### src/rtl/control_unit.sv
//------------------------------------------------------------------------------
// Module   : control_unit
// Brief    : Fetch/decode/execute sequencer for the 8-bit accumulator CPU.
// Revision : 1.0 - initial release
//------------------------------------------------------------------------------
`default_nettype none

module control_unit #(
    parameter int OPW = 4
) (
    input  logic       clk,
    input  logic       reset,
    input  logic [7:0] ir,
    input  logic       zero,
    input  logic       carry,
    input  logic       mem_ready,
    output logic       ir_load,
    output logic       opr_load,
    output logic       pc_inc,
    output logic       pc_load,
    output logic       addr_sel,
    output logic       acc_load,
    output logic       flag_load,
    output logic       acc_src,
    output logic [2:0] alu_op,
    output logic       write,
    output logic       illegal,
    output logic       halted
);

    localparam logic [2:0] c_FETCH   = 3'd0;
    localparam logic [2:0] c_DECODE  = 3'd1;
    localparam logic [2:0] c_OPERAND = 3'd2;
    localparam logic [2:0] c_EXEC    = 3'd3;
    localparam logic [2:0] c_HALT    = 3'd4;

    localparam logic [OPW-1:0] c_OP_NOP = OPW'(4'h0);
    localparam logic [OPW-1:0] c_OP_LDI = OPW'(4'h1);
    localparam logic [OPW-1:0] c_OP_LDA = OPW'(4'h2);
    localparam logic [OPW-1:0] c_OP_STA = OPW'(4'h3);
    localparam logic [OPW-1:0] c_OP_ADD = OPW'(4'h4);
    localparam logic [OPW-1:0] c_OP_SUB = OPW'(4'h5);
    localparam logic [OPW-1:0] c_OP_AND = OPW'(4'h6);
    localparam logic [OPW-1:0] c_OP_OR  = OPW'(4'h7);
    localparam logic [OPW-1:0] c_OP_XOR = OPW'(4'h8);
    localparam logic [OPW-1:0] c_OP_JMP = OPW'(4'h9);
    localparam logic [OPW-1:0] c_OP_JZ  = OPW'(4'hA);
    localparam logic [OPW-1:0] c_OP_JC  = OPW'(4'hB);
    localparam logic [OPW-1:0] c_OP_HLT = OPW'(4'hF);

    localparam logic [2:0] c_ALU_ADD  = 3'd0;
    localparam logic [2:0] c_ALU_SUB  = 3'd1;
    localparam logic [2:0] c_ALU_AND  = 3'd2;
    localparam logic [2:0] c_ALU_OR   = 3'd3;
    localparam logic [2:0] c_ALU_XOR  = 3'd4;
    localparam logic [2:0] c_ALU_PASS = 3'd5;

    logic [2:0]     r_state;
    logic [2:0]     w_next;
    logic [OPW-1:0] w_opcode;
    logic           w_two_byte;
    logic           w_illegal_op;
    logic           w_mem_exec;
    logic           w_unused;

    assign w_opcode = ir[7 -: OPW];
    assign w_unused = ^ir[7-OPW:0];

    assign w_two_byte   = (w_opcode >= c_OP_LDI) && (w_opcode <= c_OP_JC);
    assign w_illegal_op = (w_opcode > c_OP_JC) && (w_opcode != c_OP_HLT);
    assign w_mem_exec   = (w_opcode >= c_OP_LDA) && (w_opcode <= c_OP_XOR);

    always_ff @(posedge clk or negedge reset) begin
        if (!reset) begin
            r_state <= c_FETCH;
        end else begin
            r_state <= w_next;
        end
    end

    always_comb begin
        w_next = r_state;
        case (r_state)
            c_FETCH: begin
                if (mem_ready) w_next = c_DECODE;
            end
            c_DECODE: begin
                if (w_two_byte)                  w_next = c_OPERAND;
                else if (w_opcode == c_OP_HLT)   w_next = c_HALT;
                else                             w_next = c_FETCH;
            end
            c_OPERAND: begin
                if (mem_ready) w_next = c_EXEC;
            end
            c_EXEC: begin
                // Memory-referencing instructions stretch EXEC until the access completes.
                if (!w_mem_exec || mem_ready) w_next = c_FETCH;
            end
            c_HALT:  w_next = c_HALT;
            default: w_next = c_FETCH;
        endcase
    end

    // Outputs are gated by reset so that they, including write, drop asynchronously.
    always_comb begin
        ir_load   = 1'b0;
        opr_load  = 1'b0;
        pc_inc    = 1'b0;
        pc_load   = 1'b0;
        addr_sel  = 1'b0;
        acc_load  = 1'b0;
        acc_src   = 1'b0;
        alu_op    = c_ALU_ADD;
        write     = 1'b0;
        illegal   = 1'b0;
        halted    = 1'b0;
        if (reset) begin
            case (r_state)
                c_FETCH: begin
                    ir_load = mem_ready;
                    pc_inc  = mem_ready;
                end
                c_DECODE: begin
                    illegal = w_illegal_op;
                end
                c_OPERAND: begin
                    opr_load = mem_ready;
                    pc_inc   = mem_ready;
                end
                c_EXEC: begin
                    case (w_opcode)
                        c_OP_LDI: begin
                            acc_load = 1'b1;
                            acc_src  = 1'b1;
                        end
                        c_OP_LDA: begin
                            addr_sel = 1'b1;
                            alu_op   = c_ALU_PASS;
                            acc_load = mem_ready;
                        end
                        c_OP_ADD: begin
                            addr_sel = 1'b1;
                            alu_op   = c_ALU_ADD;
                            acc_load = mem_ready;
                        end
                        c_OP_SUB: begin
                            addr_sel = 1'b1;
                            alu_op   = c_ALU_SUB;
                            acc_load = mem_ready;
                        end
                        c_OP_AND: begin
                            addr_sel = 1'b1;
                            alu_op   = c_ALU_AND;
                            acc_load = mem_ready;
                        end
                        c_OP_OR: begin
                            addr_sel = 1'b1;
                            alu_op   = c_ALU_OR;
                            acc_load = mem_ready;
                        end
                        c_OP_XOR: begin
                            addr_sel = 1'b1;
                            alu_op   = c_ALU_XOR;
                            acc_load = mem_ready;
                        end
                        c_OP_STA: begin
                            addr_sel = 1'b1;
                            write    = 1'b1;
                        end
                        c_OP_JMP: pc_load = 1'b1;
                        c_OP_JZ:  pc_load = zero;
                        c_OP_JC:  pc_load = carry;
                        c_OP_NOP: ;
                        default:  ;
                    endcase
                end
                c_HALT: begin
                    halted = 1'b1;
                end
                default: ;
            endcase
        end
    end

    assign flag_load = acc_load;

endmodule

`default_nettype wire

### config.mk
export PLATFORM = sky130hd
export DESIGN_NAME = control_unit
export DESIGN_NICKNAME = d
export VERILOG_FILES = /design/src/rtl/control_unit.sv
export SDC_FILE = /design/constraint.sdc
export NUM_CORES = 1
export LEC_CHECK = 0
export CORE_AREA = 2 2 39 41
export CTS_BUF_LIST = sky130_fd_sc_hd__clkbuf_8
export DETAILED_ROUTE_END_ITERATION = 8
export DIE_AREA = 0 0 41 43
export MAX_ROUTING_LAYER = met4
export PLACE_DENSITY = 0.69
export RECOVER_POWER = 50
export SETUP_SLACK_MARGIN = 0.4
export SLEW_MARGIN = 25
export SYNTH_ARGS = -nofsm -noshare
export SYNTH_HDL_FRONTEND = slang
export SYNTH_SLANG_ARGS = --single-unit
### constraint.sdc
create_clock -name clk -period 1.3 [get_ports clk]
set_input_delay 0.13 -clock clk [delete_from_list [all_inputs] [get_ports clk]]
set_output_delay 0.13 -clock clk [all_outputs]
set_load 0.1 [all_outputs]
# --- After elaboration in Yosys (flattened, before gate mapping) ---
# Cells that the tools add are included.
word_totals:
  ff_bits: 3
  out_inout_bits: 14
classes:
  n_lt_le_gt_ge: 5
  n_eq_ne: 20
  muxes: 34
  n_reduce_logical: 10
op_table:
  columns: ["operator", "n"]
  rows:
  - ["$pmux 3 s5", 2]
  - ["$mux 1", 23]
  - ["$mux 3", 7]
  - ["$eq 4x4->1 const B", 5]
  - ["$eq 4x3->1 const B", 4]
  - ["$eq 4x2->1 const B", 2]
  - ["$le 4x4->1 const B", 2]
  - ["$reduce_or 7->1", 1]
  - ["$eq 3x2->1 const B", 2]
  - ["$ne 2x2->1 const B", 3]
  - ["$reduce_or 6->1", 1]
  - ["$eq 4x1->1 const B", 1]
  - ["$ge 4x1->1 const B", 1]
  - ["$ge 4x2->1 const B", 1]
  - ["$gt 4x4->1 const B", 1]
  - ["$ne 4x4->1 const B", 1]
  - ["$eq 3x1->1 const B", 1]
  - ["$eq 3x3->1 const B", 1]
  - ["$logic_and 1x1->1", 3]
  - ["$logic_not 3->1", 1]
  - ["$pmux 1 s3", 1]
  - ["$reduce_and 3->1", 1]
  - ["$pmux 1 s2", 1]
  - ["$reduce_or 2->1", 1]
  - ["other kinds (2)", 2]

# --- Depth between registers and ports, before layout ---
logic_depth:
  word_depth: 6
  ltp_mapped: 5
  mapped_depth_nobuf: 3

# --- Worst setup path after synthesis ---
# Ideal clock, no wire load.
synth_path:
  path_kind: "register to output"
  start: "register r_state[0]"
  end: "output illegal"
  arrival_ps: 3763
  required_ps: 1170
  slack_ps: -2593
  path_stages_with_launch: 4
  path_buffers: 0
  path_cell_list: "dfrtp_1 -> nor2b_1 -> nand2_1 -> nor4b_1"
synth_between:
  elab_chain_len: 3
synth_lines:
  columns: ["item", "line", "text"]
  rows:
  - ["start, declared", "58", "logic [2:0] r_state;"]
  - ["start signal, assigned", "75", "r_state <= c_FETCH;"]
  - ["start signal, assigned", "77", "r_state <= w_next;"]
  - ["$eq 3x1->1", "118", "case (r_state)"]
  - ["$mux 1", "118", null]
  - ["$mux 1", "117", "if (reset) begin"]
  - ["end, declared", "27", "output logic illegal,"]
# Every way passes these cells.

# --- Final worst setup path ---
# Ends and elaborated chain as after synthesis.

==> results <==
synthesized netlist by cell type (2+ instances only):
cell,n,area share [%]
o21ai_0,3,3.6
nor2_1,5,4.5
nor4_1,2,3.0
nor2b_1,5,7.4
nand2b_1,2,3.0
nand4b_1,2,4.2
and3_1,2,3.0
dfrtp_1,3,18
nand2_1,3,2.7
nor3_1,2,2.4
buf_4,4,7.1
a21oi_1,2,2.4
o211ai_1,2,3.6
power by group through the flow:
| stage | clock, µW | combinational [µW] | sequential (µW) |
|---|---|---|---|
| 2_1_floorplan | 0 | 312 | 171 |
| 6_report | 265 | 674 | 139 |
| 5_1_grt | 274 | 708 | 142 |
| 3_3_place_gp | 0 | 547 | 132 |
| 3_5_place_dp | 0 | 553 | 134 |
| 4_1_cts | 264 | 590 | 136 |
per-stage QoR:
stage | utilization, % | setup slack (ns) | setup TNS (ns) | cell area (µm²)
after CTS | 77.5 | -0.277 | -2.98 | 1070
final | 80.5 | -0.275 | -2.99 | 1110
after floorplan | - | -1.03 | -8.76 | 558
after detailed placement | 73.0 | -0.393 | -4.51 | 1010
after global placement | 73.0 | -0.347 | -4.04 | 1010
after global routing | 80.5 | -0.370 | -4.16 | 1110
what timing repair did:
| action | CTS | global route |
|---|---|---|
| hold buffers | 0 | 0 |
| pin swaps | 9 | 4 |
| buffers inserted | 0 | 3 |
| gates resized for setup | 27 | 5 |
| endpoints found under the setup margin | 17 | 17 |
layout make-up:
cell class	count	area [µm²]
clock buffers	3	41.3
clock inverters	1	3.75
fillers	82	270
multi-input cells	46	450
flip-flops and latches	3	76.3
well taps	16	20.0
repair buffers	43	522
routing by layer:
metal	vias to the layer above	share of wire [%]	global-route usage [%]
met5	-	0	-
met4	0	0.82	4.00
met3	2	3.4	4.71
met2	15	54	28.7
met1	274	41	27.1
li1	283	-	-
worst paths after layout:
path | start | end | slack, ns
max | r_state[0] | illegal | -0.27
min | reset | r_state[1] | 0.21
max reg2reg | r_state[2] | r_state[2] | 0.02
min reg2reg | r_state[2] | r_state[1] | 0.57
max in group asynchronous | reset | r_state[1] | 0.97
min in group clk | mem_ready | r_state[0] | 0.37
cells by family after synthesis:
group | synth area share [%]
compound gates | 15.2
xor+xnor | 2.08
buf+inv | 8.33
flops | 17.9
mux | 2.38
simple gates | 54.2
==> metrics <==
FF-to-FF path depth 3; Logic pwr share 62.5%; ys async rst share 100%; Die H 43 µm; Tightest Hold Check Type in2async; initial DRC count 4; via count 574; CP startpoint kind register; initial antenna violation count 0; layout cells sized above 1 66.7%; n_diodes 0; critical-path maximum fanout 5; outcome complete, but fails checks; unrepaired setup endpoints after global routing yes; Max Root-Sink Buffers 2; fmax 0.635 GHz; first-pass GRT wire length 2.35 mm; Clk network pwr share 24.6%; Synth Net Count 67; fin cells 112; Final Critical Period 1.57 ns; Max-Cap Viols 0; area delta synth->final 165%; Placed Cells 105; Clock transition at path regs 0.03 ns; drt drc 0; Max IR drop VDD 1170 µV; most frequent cells in the layout 18 x buf_4, 14 x buf_12; PortBufs 22; Worst path depth 4; top_reg_cell synth dfrtp_1; leading cell type in the layout, fill and taps excluded buf_4; Hold Vio Cnt, Final 0; IO Pins 27; Distinct cells, synth 30; Sw Ratio 41.8%; clock sink count 3; Post-DP HPWL 1.05 mm; Setup violations, final 14; H-tree levels 1; largest net degree at the start of global routing 9; Worst Path Buf+Inv 1; Avg WL per Cell 13.1 µm; kind of critical path reg2out; vias in the first global route 524; Hold Slack 0.213 ns; final antenna-violating net count 0; die area 0.00176 mm²; CP Cell Sequence nor2b_1 -> nand2_1 -> nor4b_4 -> buf_12; total power 1080 µW; aggregate global routing overflow 0; sequential share of power 12.9%; internal power 627 µW; failing checks setup timing; P_leak 0.000474 µW; Largest delay share family, worst path simple AND/OR/NAND/NOR gates; Largest regs r_state x3; synth warn 0; GRT Total Usage 19.6%; core area 0.00138 mm²; Via density 5.13; Max Slew Vio Count 0; final WL 1.47 mm; Reg with most FFs r_state; Slew HR 83.5%; Starting Density 30.4%; Clock Skew 0.00714 ns; Syn Inst Count 54; Slowest cell on crit path dfrtp_1; 1st-pass router iterations 3; Die X 41 µm; CTS tree done; syn_area_per_cell 7.79 µm²; EDFF count, synth 0; critical path arrival 1.44 ns; nets 110; gpl congestion 0.750; cell area after synthesis 420 µm²; CTS root buf clkbuf_8; post-synthesis sequential area ratio 17.9%; power per cell area 969 mW/mm²; CTS Buf Count 3; FF+latch count, synth 3; latest clock arrival within the worst-skew pair 0.22 ns; cell row count 14; setup slack after layout -0.275 ns; critical path endpoint category primary output; crit-path max cell delay 0.38 ns; WP data required 1.17 ns; Net Switching 451 µW; max FFs per register 3; Least-Margin Pin Slew 0.240 ns; final period utilization 121%
(Power assumes the default switching activity.)
